<file path="config.mk">
export PLATFORM = sky130hd
export DESIGN_NAME = riscv_clkgate_ctrl
export DESIGN_NICKNAME = d
export VERILOG_FILES = /design/src/rtl/riscv_cg_pkg.sv /design/src/rtl/riscv_cg_idle_cnt.sv /design/src/rtl/riscv_clkgate_ctrl.sv
export SDC_FILE = /design/constraint.sdc
export NUM_CORES = 1
export LEC_CHECK = 0
export CAP_MARGIN = 40
export CORE_MARGIN = 1.5
export CORE_UTILIZATION = 41
export CTS_BUF_LIST = sky130_fd_sc_hd__clkbuf_16
export CTS_CLUSTER_SIZE = 30
export DETAILED_ROUTE_END_ITERATION = 10
export PLACE_DENSITY = 0.68
export SYNTH_ARGS = -nofsm -noshare
export SYNTH_HDL_FRONTEND = slang
export SYNTH_SLANG_ARGS = --single-unit
</file>
<file path="constraint.sdc">
create_clock -name i_clk -period 2 [get_ports i_clk]
set_clock_uncertainty 0.2 [all_clocks]
set_input_delay 0.4 -clock i_clk [delete_from_list [all_inputs] [get_ports i_clk]]
set_output_delay 0.4 -clock i_clk [all_outputs]
set_load 0.02 [all_outputs]
</file>
<file path="src/rtl/riscv_cg_pkg.sv">
// ----------------------------------------------------------------------------
// riscv_cg_pkg
//   Shared types and defaults for the riscv_clkgate_ctrl clock-enable
//   controller: the sleep-handshake state enum, default parameter values and a
//   small width helper used to size the internal down/up counters.
//   Optional feature macro used by the controller: RISCV_CG_STATS_EN.
// ----------------------------------------------------------------------------
package riscv_cg_pkg;

    typedef enum logic [1:0] {
        CG_RUN   = 2'd0,
        CG_DRAIN = 2'd1,
        CG_GATED = 2'd2,
        CG_WAKE  = 2'd3
    } cg_state_t;

    localparam int CG_NUM_STAGES_DEF  = 5;
    localparam int CG_IDLE_THRESH_DEF = 8;
    localparam int CG_WAKE_LAT_DEF    = 2;
    localparam int CG_STAT_W_DEF      = 32;

    // Number of bits needed to hold the values 0..max_val (never less than 1).
    function automatic int cg_cnt_width(input int max_val);
        int w;
        w = 1;
        while ((1 << w) <= max_val) begin
            w = w + 1;
        end
        return w;
    endfunction

endpackage

</file>
<file path="src/rtl/riscv_cg_idle_cnt.sv">
// ----------------------------------------------------------------------------
// riscv_cg_idle_cnt
//   Saturating idle-cycle counter for one pipeline stage. Counts up while
//   i_inc is high, sticks at THRESH, and returns to zero whenever i_clr is high
//   (clear wins over increment).
// Ports
//   i_clk    core clock
//   i_reset  asynchronous active-high reset
//   i_inc    count this cycle (stage idle and fine-gating active)
//   i_clr    force count to zero (stage busy, or wake-up in progress)
//   o_sat    count has reached THRESH
// ----------------------------------------------------------------------------
module riscv_cg_idle_cnt
    import riscv_cg_pkg::*;
#(
    parameter int THRESH = CG_IDLE_THRESH_DEF
) (
    input  logic i_clk,
    input  logic i_reset,
    input  logic i_inc,
    input  logic i_clr,
    output logic o_sat
);

    localparam int              CNT_W   = cg_cnt_width(THRESH);
    localparam logic [CNT_W-1:0] SAT_VAL = CNT_W'(THRESH);

    logic [CNT_W-1:0] r_cnt;
    logic [CNT_W-1:0] w_cnt_next;

    always_comb begin
        w_cnt_next = r_cnt;
        if (i_clr) begin
            w_cnt_next = '0;
        end else if (i_inc && (r_cnt != SAT_VAL)) begin
            w_cnt_next = r_cnt + 1'b1;
        end
    end

    always_ff @(posedge i_clk or posedge i_reset) begin
        if (i_reset) begin
            r_cnt <= '0;
        end else begin
            r_cnt <= w_cnt_next;
        end
    end

    assign o_sat = (r_cnt == SAT_VAL);

endmodule

</file>
<file path="src/rtl/riscv_clkgate_ctrl.sv">
// ----------------------------------------------------------------------------
// riscv_clkgate_ctrl
//   Clock-enable controller for the 5-stage riscv_cpu pipeline. Produces one
//   ICG enable per stage.
//   Fine grain : a stage is gated after IDLE_THRESH consecutive cycles in which
//                neither it nor its upstream neighbour holds a valid
//                instruction; it re-opens combinationally the moment either
//                valid rises, so the arriving instruction is clocked in on the
//                same edge.
//   Coarse     : WFI handshake RUN -> DRAIN -> GATED -> WAKE -> RUN. Fetch is
//                held while draining, all enables drop once the pipe is empty,
//                and an interrupt (or withdrawal of the request) wakes the core
//                with all enables on for WAKE_LAT cycles before fetch resumes.
// Ports
//   i_clk            core clock (ungated)
//   i_reset          asynchronous active-high reset
//   i_stage_valid    per-stage valid (bit 0 = IF, NUM_STAGES-1 = WB)
//   i_sleep_req      WFI retired, level held until ack or abort
//   i_irq_pending    any enabled interrupt pending (wake source)
//   i_force_on       debug/scan override, forces all enables to 1
//   o_stage_clk_en   per-stage ICG enable
//   o_fetch_hold     blocks IF from issuing new fetches
//   o_sleep_ack      core fully gated
//   o_gated_cycles   cycles spent in GATED, saturating (only when the
//                    RISCV_CG_STATS_EN macro is defined)
// ----------------------------------------------------------------------------
module riscv_clkgate_ctrl
    import riscv_cg_pkg::*;
#(
    parameter int NUM_STAGES  = CG_NUM_STAGES_DEF,
    parameter int IDLE_THRESH = CG_IDLE_THRESH_DEF,
    parameter int WAKE_LAT    = CG_WAKE_LAT_DEF
`ifdef RISCV_CG_STATS_EN
    ,
    parameter int STAT_W      = CG_STAT_W_DEF
`endif
) (
    input  logic                  i_clk,
    input  logic                  i_reset,
    input  logic [NUM_STAGES-1:0] i_stage_valid,
    input  logic                  i_sleep_req,
    input  logic                  i_irq_pending,
    input  logic                  i_force_on,
    output logic [NUM_STAGES-1:0] o_stage_clk_en,
    output logic                  o_fetch_hold,
    output logic                  o_sleep_ack
`ifdef RISCV_CG_STATS_EN
    ,
    output logic [STAT_W-1:0]     o_gated_cycles
`endif
);

    localparam int               WL_W      = cg_cnt_width(WAKE_LAT);
    // The counter runs WAKE_LAT-1 .. 0, giving exactly WAKE_LAT cycles in WAKE.
    localparam logic [WL_W-1:0]  WAKE_LOAD = WL_W'(WAKE_LAT - 1);

    cg_state_t               r_state;
    cg_state_t               w_state_next;
    logic [WL_W-1:0]         r_wake_cnt;
    logic                    w_wake_done;
    logic                    w_fine_active;
    logic                    w_wake_clr;
    logic [NUM_STAGES-1:1]   w_idle;
    logic [NUM_STAGES-1:1]   w_sat;
    logic [NUM_STAGES-1:0]   w_fine_en;
    logic [NUM_STAGES-1:0]   w_state_en;

    assign w_wake_done   = (r_wake_cnt == '0);
    assign w_fine_active = (r_state == CG_RUN) || (r_state == CG_DRAIN);
    assign w_wake_clr    = (r_state == CG_WAKE);

    // ---------------------------------------------------------------- FSM
    always_ff @(posedge i_clk or posedge i_reset) begin
        if (i_reset) begin
            r_state <= CG_RUN;
        end else begin
            r_state <= w_state_next;
        end
    end

    always_comb begin
        w_state_next = r_state;
        case (r_state)
            CG_RUN: begin
                if (i_sleep_req && !i_irq_pending) begin
                    w_state_next = CG_DRAIN;
                end
            end
            CG_DRAIN: begin
                // Abort is checked first so a late interrupt never lets the
                // core reach GATED.
                if (i_irq_pending || !i_sleep_req) begin
                    w_state_next = CG_RUN;
                end else if (i_stage_valid == '0) begin
                    w_state_next = CG_GATED;
                end
            end
            CG_GATED: begin
                if (i_irq_pending || !i_sleep_req) begin
                    w_state_next = CG_WAKE;
                end
            end
            CG_WAKE: begin
                if (w_wake_done) begin
                    w_state_next = CG_RUN;
                end
            end
            default: w_state_next = CG_RUN;
        endcase
    end

    always_comb begin
        o_fetch_hold = 1'b1;
        o_sleep_ack  = 1'b0;
        w_state_en   = '1;
        case (r_state)
            CG_RUN: begin
                o_fetch_hold = 1'b0;
                w_state_en   = w_fine_en;
            end
            CG_DRAIN: begin
                w_state_en   = w_fine_en;
            end
            CG_GATED: begin
                o_sleep_ack  = 1'b1;
                w_state_en   = '0;
            end
            CG_WAKE: begin
                w_state_en   = '1;
            end
            default: begin
                o_fetch_hold = 1'b0;
                w_state_en   = '1;
            end
        endcase
        // Override sits after the FSM decode; state and counters are untouched.
        o_stage_clk_en = i_force_on ? '1 : w_state_en;
    end

    // Reloaded every cycle outside WAKE so it is already primed on entry.
    always_ff @(posedge i_clk or posedge i_reset) begin
        if (i_reset) begin
            r_wake_cnt <= '0;
        end else if (r_state != CG_WAKE) begin
            r_wake_cnt <= WAKE_LOAD;
        end else if (!w_wake_done) begin
            r_wake_cnt <= r_wake_cnt - 1'b1;
        end
    end

    // ------------------------------------------------- fine-grain gating
    // IF has no upstream neighbour: always on while running, and while
    // draining it only needs a clock if it still holds an instruction.
    assign w_fine_en[0] = (r_state == CG_RUN) ? 1'b1 : i_stage_valid[0];

    genvar gi;
    generate
        for (gi = 1; gi < NUM_STAGES; gi++) begin : g_stage
            assign w_idle[gi] = !i_stage_valid[gi] && !i_stage_valid[gi-1];

            riscv_cg_idle_cnt #(
                .THRESH (IDLE_THRESH)
            ) u_idle_cnt (
                .i_clk   (i_clk),
                .i_reset (i_reset),
                .i_inc   (w_idle[gi] && w_fine_active),
                .i_clr   (!w_idle[gi] || w_wake_clr),
                .o_sat   (w_sat[gi])
            );

            // Valid terms bypass the counter so wake-up costs no cycle.
            assign w_fine_en[gi] = !w_sat[gi] || i_stage_valid[gi-1] || i_stage_valid[gi];
        end
    endgenerate

    // ------------------------------------------------------- statistics
`ifdef RISCV_CG_STATS_EN
    logic [STAT_W-1:0] r_gated_cycles;

    always_ff @(posedge i_clk or posedge i_reset) begin
        if (i_reset) begin
            r_gated_cycles <= '0;
        end else if ((r_state == CG_GATED) && (r_gated_cycles != '1)) begin
            r_gated_cycles <= r_gated_cycles + 1'b1;
        end
    end

    assign o_gated_cycles = r_gated_cycles;
`endif

endmodule
</file>
==> out/metrics.yaml <==
status:
  status: "finished with violations"
  violations: "negative setup slack"
critical_path:
  rr_endpoint: "g_stage[4].u_idle_cnt.r_cnt[2]"
  max_stage_delay_ns: 0.42
  cp.arrival_ns: 1.43
  cp_cell_sequence: "nor3_2 > nor2_1 > or3_1 > buf_6"
  path_depth: 4
  cp_top_family: "simple AND/OR/NAND/NOR gates"
  cp_max_fo: 4
  r2r_slack_ns: 0.24
  crit_required_ns: 1.40
  crit_path_end_kind: "output port"
  critical_path_class: "register to output port"
  crit_end: "o_stage_clk_en[2]"
  worst-path-buf-inv: 1
  worstRegToRegCells: 4
  cp-start-kind: "register"
  slowest_stage: "dfrtp_1"
floorplanning:
  die_area_um2: 3420
  initial_utilization: 0.446
  rows: 19
  die_height_um: 58.5
  dieWidth_um: 58.5
  ioPinCount: 17
  core_area_um2: 2830
power:
  cellLeakagePower_nw: 0.910
  irDropWorstVdd_uv: 450
  power_density_nw_per_um2: 580
  total_power_w: 0.00105
layout:
  syn_to_final_growth_pct: 43.9
  nFillCells: 236
  final_area_um2: 1820
  fin_util: 0.642
  antenna_cells: 0
  drive_above_1_share: 0.301
  nets: 213
sta:
  period_share: 1.01
  hold_viol: 0
  setup_viol: 1
  rsz0062_at_grt: "true"
  relSlewSlack: 0.781
  max_clock_freq_mhz: 493
  fin_crit_ns: 2.03
  worstMarginPinSlew_ns: 0.327
  drv_slew: 0
  setup_ws_ns: -0.0274
yosys:
  yosysWarnings: 0
  synth_ff_type: "dfrtp_1"
  synth_edf_count: 0
  synth_nets: 161
  async_flop_share: 1.00
  synth_area_um2: 1260
  avgSynthCellArea_um2: 8.89
  yosysSeqAreaShare: 0.396
  synthCells: 142
  ys_ff_latch: 20
  ys_types: 33
global_route:
  overflow: 0
  grt_pass1_vias: 1120
  grt_usage: 0.191
  antenna_found_initial: 0
  grt_pass1_wl_um: 4980
  grt_max_degree: 21
detailed_routing:
  wirelength_um: 2860
  drc: 0
  drt_iter0_drc: 22
  wl_per_cell_um: 12.8
  drtPass1Iterations: 6
  routed_via_density: 5.18
  dr_total_vias: 1161
  ant_nets: 0
clocking:
  cts.root.buffer_cell: "clkbuf_16"
  clk_path_buf_depth: 2
  worstSkewPairLatency_ns: 0.25
  cts_buffers: 3
  clk_pin_slew_worst_paths_ns: 0.06
  clkSinkCount: 20
  hold_buffers: 0
  cts_max_level: 1
  cts_tree: "built"
placement:
  gp_congestion: 0.786
  dp_hpwl_um: 2190
  io_buffers: 16
  placed_area_um2: 1680
hold_path:
  hold_class: "primary input to async pin"
job:
  cap_violations: 0
==> area by class of cell <==
class,count,area [µm²],share of cell area
timing repair buffer,52,420,0.231
tap,31,38.8,0.0213
clock buffer,3,75.1,0.0413
clock inverter,1,3.75,0.00207
multi-input combinational,101,718,0.395
sequential,20,500,0.275
inverter,16,60.1,0.0331
==> layer usage <==
| layer | share of wire | GRT usage |
|---|---|---|
| met1 | 0.48 | 0.255 |
| met2 | 0.48 | 0.299 |
| met3 | 0.026 | 0.0330 |
| met4 | 0.012 | 0.0930 |
| met5 | 0 | 0 |
==> per-stage QoR <==
step           hold WS (ns)  setup TNS [ns]  cells  worst slack (ns)
2_1_floorplan         0.164               0    142             0.193
3_3_place_gp          0.306           -2.00    217            -0.528
3_5_place_dp          0.326           -2.11    217            -0.545
4_1_cts               0.288          -0.136    221            -0.132
5_1_grt               0.311          -0.154    224           -0.0818
6_report              0.276         -0.0274    224           -0.0274
==> tightest hold or removal path: stages <==
cell	delay, ns
clkdlybuf4s50_1	0.39
inv_1	0.05
buf_4	0.27
==> kinds of logic after synthesis <==
kind of cell,synth area share
simple gates,0.237
buf+inv,0.0714
compound gates,0.132
flops,0.396
mux,0.0396
xor+xnor,0.0347
fa+ha+maj,0.0892
==> layout by cell type (no fill, tap or decap), drive strengths merged, types with 4 or more instances in the layout <==
master,count
o21ai,7
nand2,15
clkdlybuf4s50,6
xor2,4
inv,16
a21oi,7
nor3,4
ha,9
nand4b,4
mux2i,5
or3,4
buf,42
nor2,14
a211oi,4
dfrtp,20
==> Yosys cell counts, types with 2 or more instances <==
| library cell | count | area share |
|---|---|---|
| mux2i_1 | 5 | 0.040 |
| nor3_1 | 4 | 0.016 |
| buf_2 | 3 | 0.012 |
| inv_1 | 16 | 0.048 |
| dfrtp_1 | 20 | 0.40 |
| ha_1 | 9 | 0.089 |
| or3_1 | 4 | 0.020 |
| a211oi_1 | 4 | 0.024 |
| nand4b_1 | 4 | 0.028 |
| o21ai_0 | 7 | 0.028 |
| nor2_1 | 14 | 0.042 |
| nand2_1 | 15 | 0.045 |
| or4_1 | 3 | 0.018 |
| and3b_1 | 3 | 0.021 |
| xor2_1 | 4 | 0.028 |
| o221ai_1 | 3 | 0.021 |
| nand2b_1 | 2 | 0.0099 |
| a21oi_1 | 7 | 0.028 |
==> registers in the layout, indices dropped and copies added, names as in the netlist, named ones only <==
register	count
r_state	1
g_stage.u_idle_cnt.r_cnt	16
r_wake_cnt	2
==> power breakdown <==
group | internal, W | switching (W) | leakage, nW | total, W
clock | 0.000266 | 0.000147 | 0.0385 | 0.000413
combinational | 0.000104 | 0.000111 | 0.603 | 0.000215
sequential | 0.000417 | 0.00000817 | 0.268 | 0.000426
total | 0.000787 | 0.000267 | 0.910 | 0.00105
==> worst min-delay path by stage <==
stage / startpoint / endpoint / slack [ns] / cells past startpoint
finish: i_reset / g_stage[1].u_idle_cnt.r_cnt[1] / 0.28 / 3
global placement: r_wake_cnt[1] / r_wake_cnt[1] / 0.31 / 2
CTS: i_reset / g_stage[1].u_idle_cnt.r_cnt[0] / 0.29 / 3
detailed placement: r_wake_cnt[1] / r_wake_cnt[1] / 0.33 / 2
global route: i_reset / g_stage[1].u_idle_cnt.r_cnt[0] / 0.31 / 3
floorplan: i_reset / async pin / 0.16 / 1
==> what timing repair did <==
item	in CTS	in global routing
resized for setup	31	18
endpoints found under the setup margin	7	5
setup buffers	0	3
pin swaps	1	6
Power figures use the tool's default switching activity.
